===== config.mk =====
export PLATFORM = sky130hd
export DESIGN_NAME = fetch_ctrl
export DESIGN_NICKNAME = d
export VERILOG_FILES = /design/src/rtl/fetch_ctrl.sv
export SDC_FILE = /design/constraint.sdc
export NUM_CORES = 1
export LEC_CHECK = 0
export CAP_MARGIN = 15
export CORE_ASPECT_RATIO = 1.75
export CORE_MARGIN = 2
export CORE_UTILIZATION = 41
export DETAILED_ROUTE_END_ITERATION = 12
export DONT_BUFFER_PORTS = 1
export PLACE_DENSITY = 0.69
export SLEW_MARGIN = 20
export SYNTH_ARGS = -nofsm -noshare
export SYNTH_HDL_FRONTEND = slang
export SYNTH_SLANG_ARGS = --single-unit

===== constraint.sdc =====
create_clock -name clk -period 4.95 [get_ports clk]
set_input_delay 0.2475 -clock clk [delete_from_list [all_inputs] [get_ports clk]]
set_output_delay 0.2475 -clock clk [all_outputs]
set_load 0.02 [all_outputs]

===== src/rtl/fetch_ctrl.sv =====
// Instruction fetch controller: issues word fetches to a 1-cycle-latency memory
// and buffers returned words in a 2-entry FIFO toward the core, with redirect flush.
module fetch_ctrl #(
  parameter logic [31:0] RESET_PC = 32'h0000_0000
) (
  input  logic        clk,
  input  logic        reset,
  output logic        mem_req,
  output logic [31:0] mem_addr,
  input  logic [31:0] mem_rdata,
  input  logic        redirect_valid,
  input  logic [31:0] redirect_pc,
  output logic        inst_valid,
  input  logic        inst_ready,
  output logic [31:0] inst_data,
  output logic [31:0] inst_pc
);

  logic [31:0] fetch_pc_q, fetch_pc_d;
  logic        inflight_q, inflight_d;
  logic [31:0] infl_pc_q, infl_pc_d;
  logic [1:0]  count_q, count_d;
  logic [31:0] pc0_q, pc0_d, data0_q, data0_d;
  logic [31:0] pc1_q, pc1_d, data1_q, data1_d;

  logic       pop_w;
  logic       push_w;
  logic [2:0] occ_w;

  assign pop_w      = inst_valid & inst_ready;
  assign push_w     = inflight_q & ~redirect_valid;
  // Slots already committed after this cycle's pop; a new fetch needs one free.
  assign occ_w      = {1'b0, count_q} + {2'b00, inflight_q} - {2'b00, pop_w};
  assign mem_req    = ~reset & ~redirect_valid & (occ_w < 3'd2);
  assign mem_addr   = {fetch_pc_q[31:2], 2'b00};
  assign inst_valid = ~reset & (count_q != 2'd0) & ~redirect_valid;
  assign inst_data  = data0_q;
  assign inst_pc    = pc0_q;

  always_comb begin
    fetch_pc_d = fetch_pc_q;
    inflight_d = inflight_q;
    infl_pc_d  = infl_pc_q;
    count_d    = count_q;
    pc0_d      = pc0_q;
    data0_d    = data0_q;
    pc1_d      = pc1_q;
    data1_d    = data1_q;
    if (redirect_valid) begin
      fetch_pc_d = {redirect_pc[31:2], 2'b00};
      inflight_d = 1'b0;
      count_d    = 2'd0;
    end else begin
      inflight_d = mem_req;
      if (mem_req) begin
        fetch_pc_d = fetch_pc_q + 32'd4;
        infl_pc_d  = mem_addr;
      end
      // Entry 0 is the head; it is left untouched when the FIFO drains so the
      // outputs keep their last values.
      case ({push_w, pop_w})
        2'b10: begin
          count_d = count_q + 2'd1;
          if (count_q == 2'd0) begin
            pc0_d   = infl_pc_q;
            data0_d = mem_rdata;
          end else begin
            pc1_d   = infl_pc_q;
            data1_d = mem_rdata;
          end
        end
        2'b01: begin
          count_d = count_q - 2'd1;
          if (count_q == 2'd2) begin
            pc0_d   = pc1_q;
            data0_d = data1_q;
          end
        end
        2'b11: begin
          if (count_q == 2'd2) begin
            pc0_d   = pc1_q;
            data0_d = data1_q;
            pc1_d   = infl_pc_q;
            data1_d = mem_rdata;
          end else begin
            pc0_d   = infl_pc_q;
            data0_d = mem_rdata;
          end
        end
        default: ;
      endcase
    end
  end

  always_ff @(posedge clk or posedge reset) begin
    if (reset) begin
      fetch_pc_q <= RESET_PC;
      inflight_q <= 1'b0;
      infl_pc_q  <= 32'd0;
      count_q    <= 2'd0;
      pc0_q      <= 32'd0;
      data0_q    <= 32'd0;
      pc1_q      <= 32'd0;
      data1_q    <= 32'd0;
    end else begin
      fetch_pc_q <= fetch_pc_d;
      inflight_q <= inflight_d;
      infl_pc_q  <= infl_pc_d;
      count_q    <= count_d;
      pc0_q      <= pc0_d;
      data0_q    <= data0_d;
      pc1_q      <= pc1_d;
      data1_q    <= data1_d;
    end
  end

  a_no_overflow: assert property (@(posedge clk) disable iff (reset)
    !(push_w && !pop_w && count_q == 2'd2));

endmodule


==> impl_metrics.yaml <==
global_routing:
  grt_pass1_vias: 5800
  grt_max_degree: 125
  grt_first_pass_wirelength_um: 31200
  antenna_found_initial: 0
  overflow: 0
  track_usage_pct: 17.9
flow_run:
  drv_cap: 0
logic_synthesis:
  syn-cell-area_um2: 8410
  synthCells: 768
  ys_ff_latch: 187
  synth.distinct_cells: 62
  yosysTopAreaCell: "dfrtp_1"
  syn_area_per_cell_um2: 10.9
  yosysWarningCount: 0
  yosysMostFrequentCell: "dfrtp_1"
  synth-edff-count: 0
  synth_flop_cell: "dfrtp_1"
  async_flop_share_pct: 100
  synthTopCellsByArea: "dfrtp_1, mux2_2, nand2_1"
  synth_top_area_share_pct: 55.7
  synth_commonest_cells: "dfrtp_1, nand2_1, o21ai_0"
  synth_seq_area_share_pct: 55.7
setup_path:
  required_ns: 5.31
  crit_buf_inv: 2
  critPathSlowestCell: "dfrtp_1"
  critical_path.max_stage_delay_ns: 0.63
  worstSetupPathType: "flip-flop to flip-flop"
  crit_path_end_kind: "flip-flop"
  critPathTopFamily: "simple AND/OR/NAND/NOR gates"
  path_cells: "nor2_1, nand3b_1, inv_1, ha_1, nand2b_1, fa_1, xnor2_4, nand3_4, inv_2, nand4_2, or4_1, nand3_1"
  cp_max_fo: 31
  cp_data_arrival_time_ns: 4.00
  start_kind: "flip-flop"
clock_network:
  clock_path_buffers: 2
  cts_max_level: 4
  cts-root-buf: "clkbuf_16"
  clk-insertion-delay-late_ns: 0.43
  path_clk_slew_ns: 0.07
  postCtsSetupRepairBufs: 0
  cts_sinks: 187
  postCtsHoldBufs: 60
  cts_resized: 0
  cts_made_buffers: 17
  cts_tree: "yes"
die:
  die_y_um: 193
  start_util_pct: 41.6
  die_x_um: 112
  rows: 69
  core_um2: 20200
  die_area_um2: 21700
  io_pins: 166
place:
  placed_cells: 979
  pre_cts_slack_ns: 1.36
  io_buffers: 0
  place_congestion: 0.791
  dp_hpwl_um: 12200
  detailed_place.area_um2: 8590
timing:
  finalSetupViolCount: 0
  finalSetupTns_ns: 0
  maxSlewHeadroom_pct: 38.2
  whs_ns: 0.0252
  fin_crit_sh_pct: 73.5
  tightest_slew_ns: 0.927
  period_minus_slack_ns: 3.64
  max_clock_freq_ghz: 0.275
  drv_slew: 0
  grt_setup_unrepaired: "false"
  finClkSkew_ns: 0.0112
  hold_viol: 0
  layout_setup_ws_ns: 1.31
pwr:
  ir_drop_uv: 324
  p_leak_nw: 4.87
  power_density_nw_per_um2: 532
cells_and_area:
  synthToLayoutAreaGrowth_pct: 17.5
  final_layout_size_suffix_gt1_share_pct: 15.0
  final_cell_area_um2: 9880
  diodes: 0
  nNetsFinal: 883
  final_cell_count_no_fill: 1072
routing:
  wl_per_cell_um: 17.8
  drc_errors: 0
  vias_per_cell: 5.39
  vias: 5774
  firstDrtPassIters: 5
  drtIter0Drc: 335
  drtAntennaViolNets: 0
  routed_wl_um: 19100
worst_hold_path:
  hold_path_class: "input pin to flip-flop"
status:
  status: "completed"
## placed cells by master (no fill, tap or decap), types with 4 or more instances in the layout
cell type,count
a21oi_1,4
a221o_1,7
buf_4,7
bufinv_16,4
clkbuf_16,17
clkinvlp_4,6
conb_1,4
dfrtp_1,187
dlygate4sd3_1,59
inv_1,8
mux2_2,62
mux2i_1,66
nand2_1,182
nand2b_1,4
nand3_1,14
nand4_1,7
nor2_1,16
nor3_1,9
o211ai_1,6
o21ai_0,71
o21ai_1,9
o311ai_0,5
## sequential cells by signal, indices dropped and copies added, names as in the netlist
register    cells
data1_q        32
inst_data      32
inflight_q      1
infl_pc_q      30
count_q         2
pc1_q          30
fetch_pc_q     30
inst_pc        30
## per-stage QoR
step           total power, W  util [%]
2_1_floorplan         0.00353         -
3_3_place_gp          0.00375      42.5
3_5_place_dp          0.00381      42.5
4_1_cts               0.00531      48.6
5_1_grt               0.00557      48.9
6_report              0.00525      48.9
## cell type report
| class | count | area, µm² |
|---|---|---|
| fill | 1860 | 10300 |
| sequential | 187 | 4680 |
| multi-input combinational | 526 | 3510 |
| timing repair buffer | 69 | 718 |
| clock buffer | 21 | 450 |
| tap | 248 | 310 |
| clock inverter | 10 | 166 |
| inverter | 11 | 45.0 |
## routing by layer
metal,vias up,GRT usage (%),wire (µm)
met2,151,30.6,9830
met3,25,3.32,964
met5,-,0,0
met1,2827,21.8,7780
met4,0,8.13,521
li1,2771,-,-
## worst paths after layout
| kind | from | end | slack, ns | cells after the start |
|---|---|---|---|---|
| min | mem_rdata[4] | inst_data[4]$_DFFE_PP0P_ | 0.03 | 2 |
| max in group asynchronous | reset | inst_pc[25]$_DFFE_PP0P_ | 2.84 | 4 |
| max | count_q[1]$_DFFE_PP0P_ | fetch_pc_q[23]$_DFFE_PP0P_ | 1.31 | 12 |
| min reg2reg | infl_pc_q[8]$_DFFE_PP0P_ | infl_pc_q[8]$_DFFE_PP0P_ | 0.50 | 2 |
| max reg2reg | count_q[1]$_DFFE_PP0P_ | fetch_pc_q[23]$_DFFE_PP0P_ | 1.31 | 12 |
| min in group asynchronous | reset | count_q[1]$_DFFE_PP0P_ | 0.21 | 2 |
## logic make-up (layout without fill, tap and decap cells)
family / after synthesis / count (layout) / synth area share, %
adder cells (fa/ha/maj): 3 / 3 / 0.536
AND/OR/NAND/NOR: 263 / 263 / 14.5
AO/OA/AOI/OAI: 123 / 123 / 9.08
flip-flops: 187 / 187 / 55.7
multiplexers: 129 / 129 / 16.3
XOR/XNOR: 4 / 4 / 0.640
other: 1 / 4 / 0.0446
buffers and inverters: 58 / 111 / 3.24
## power by group
group,internal [W],leakage (nW),total (W),switching (W)
combinational,0.000464,2.22,0.000881,0.000417
sequential,0.00213,2.37,0.00293,0.000798
clock,0.000859,0.282,0.00144,0.000583
total,0.00345,4.87,0.00525,0.00180
Note: power is estimated with default switching activity, not from simulation.
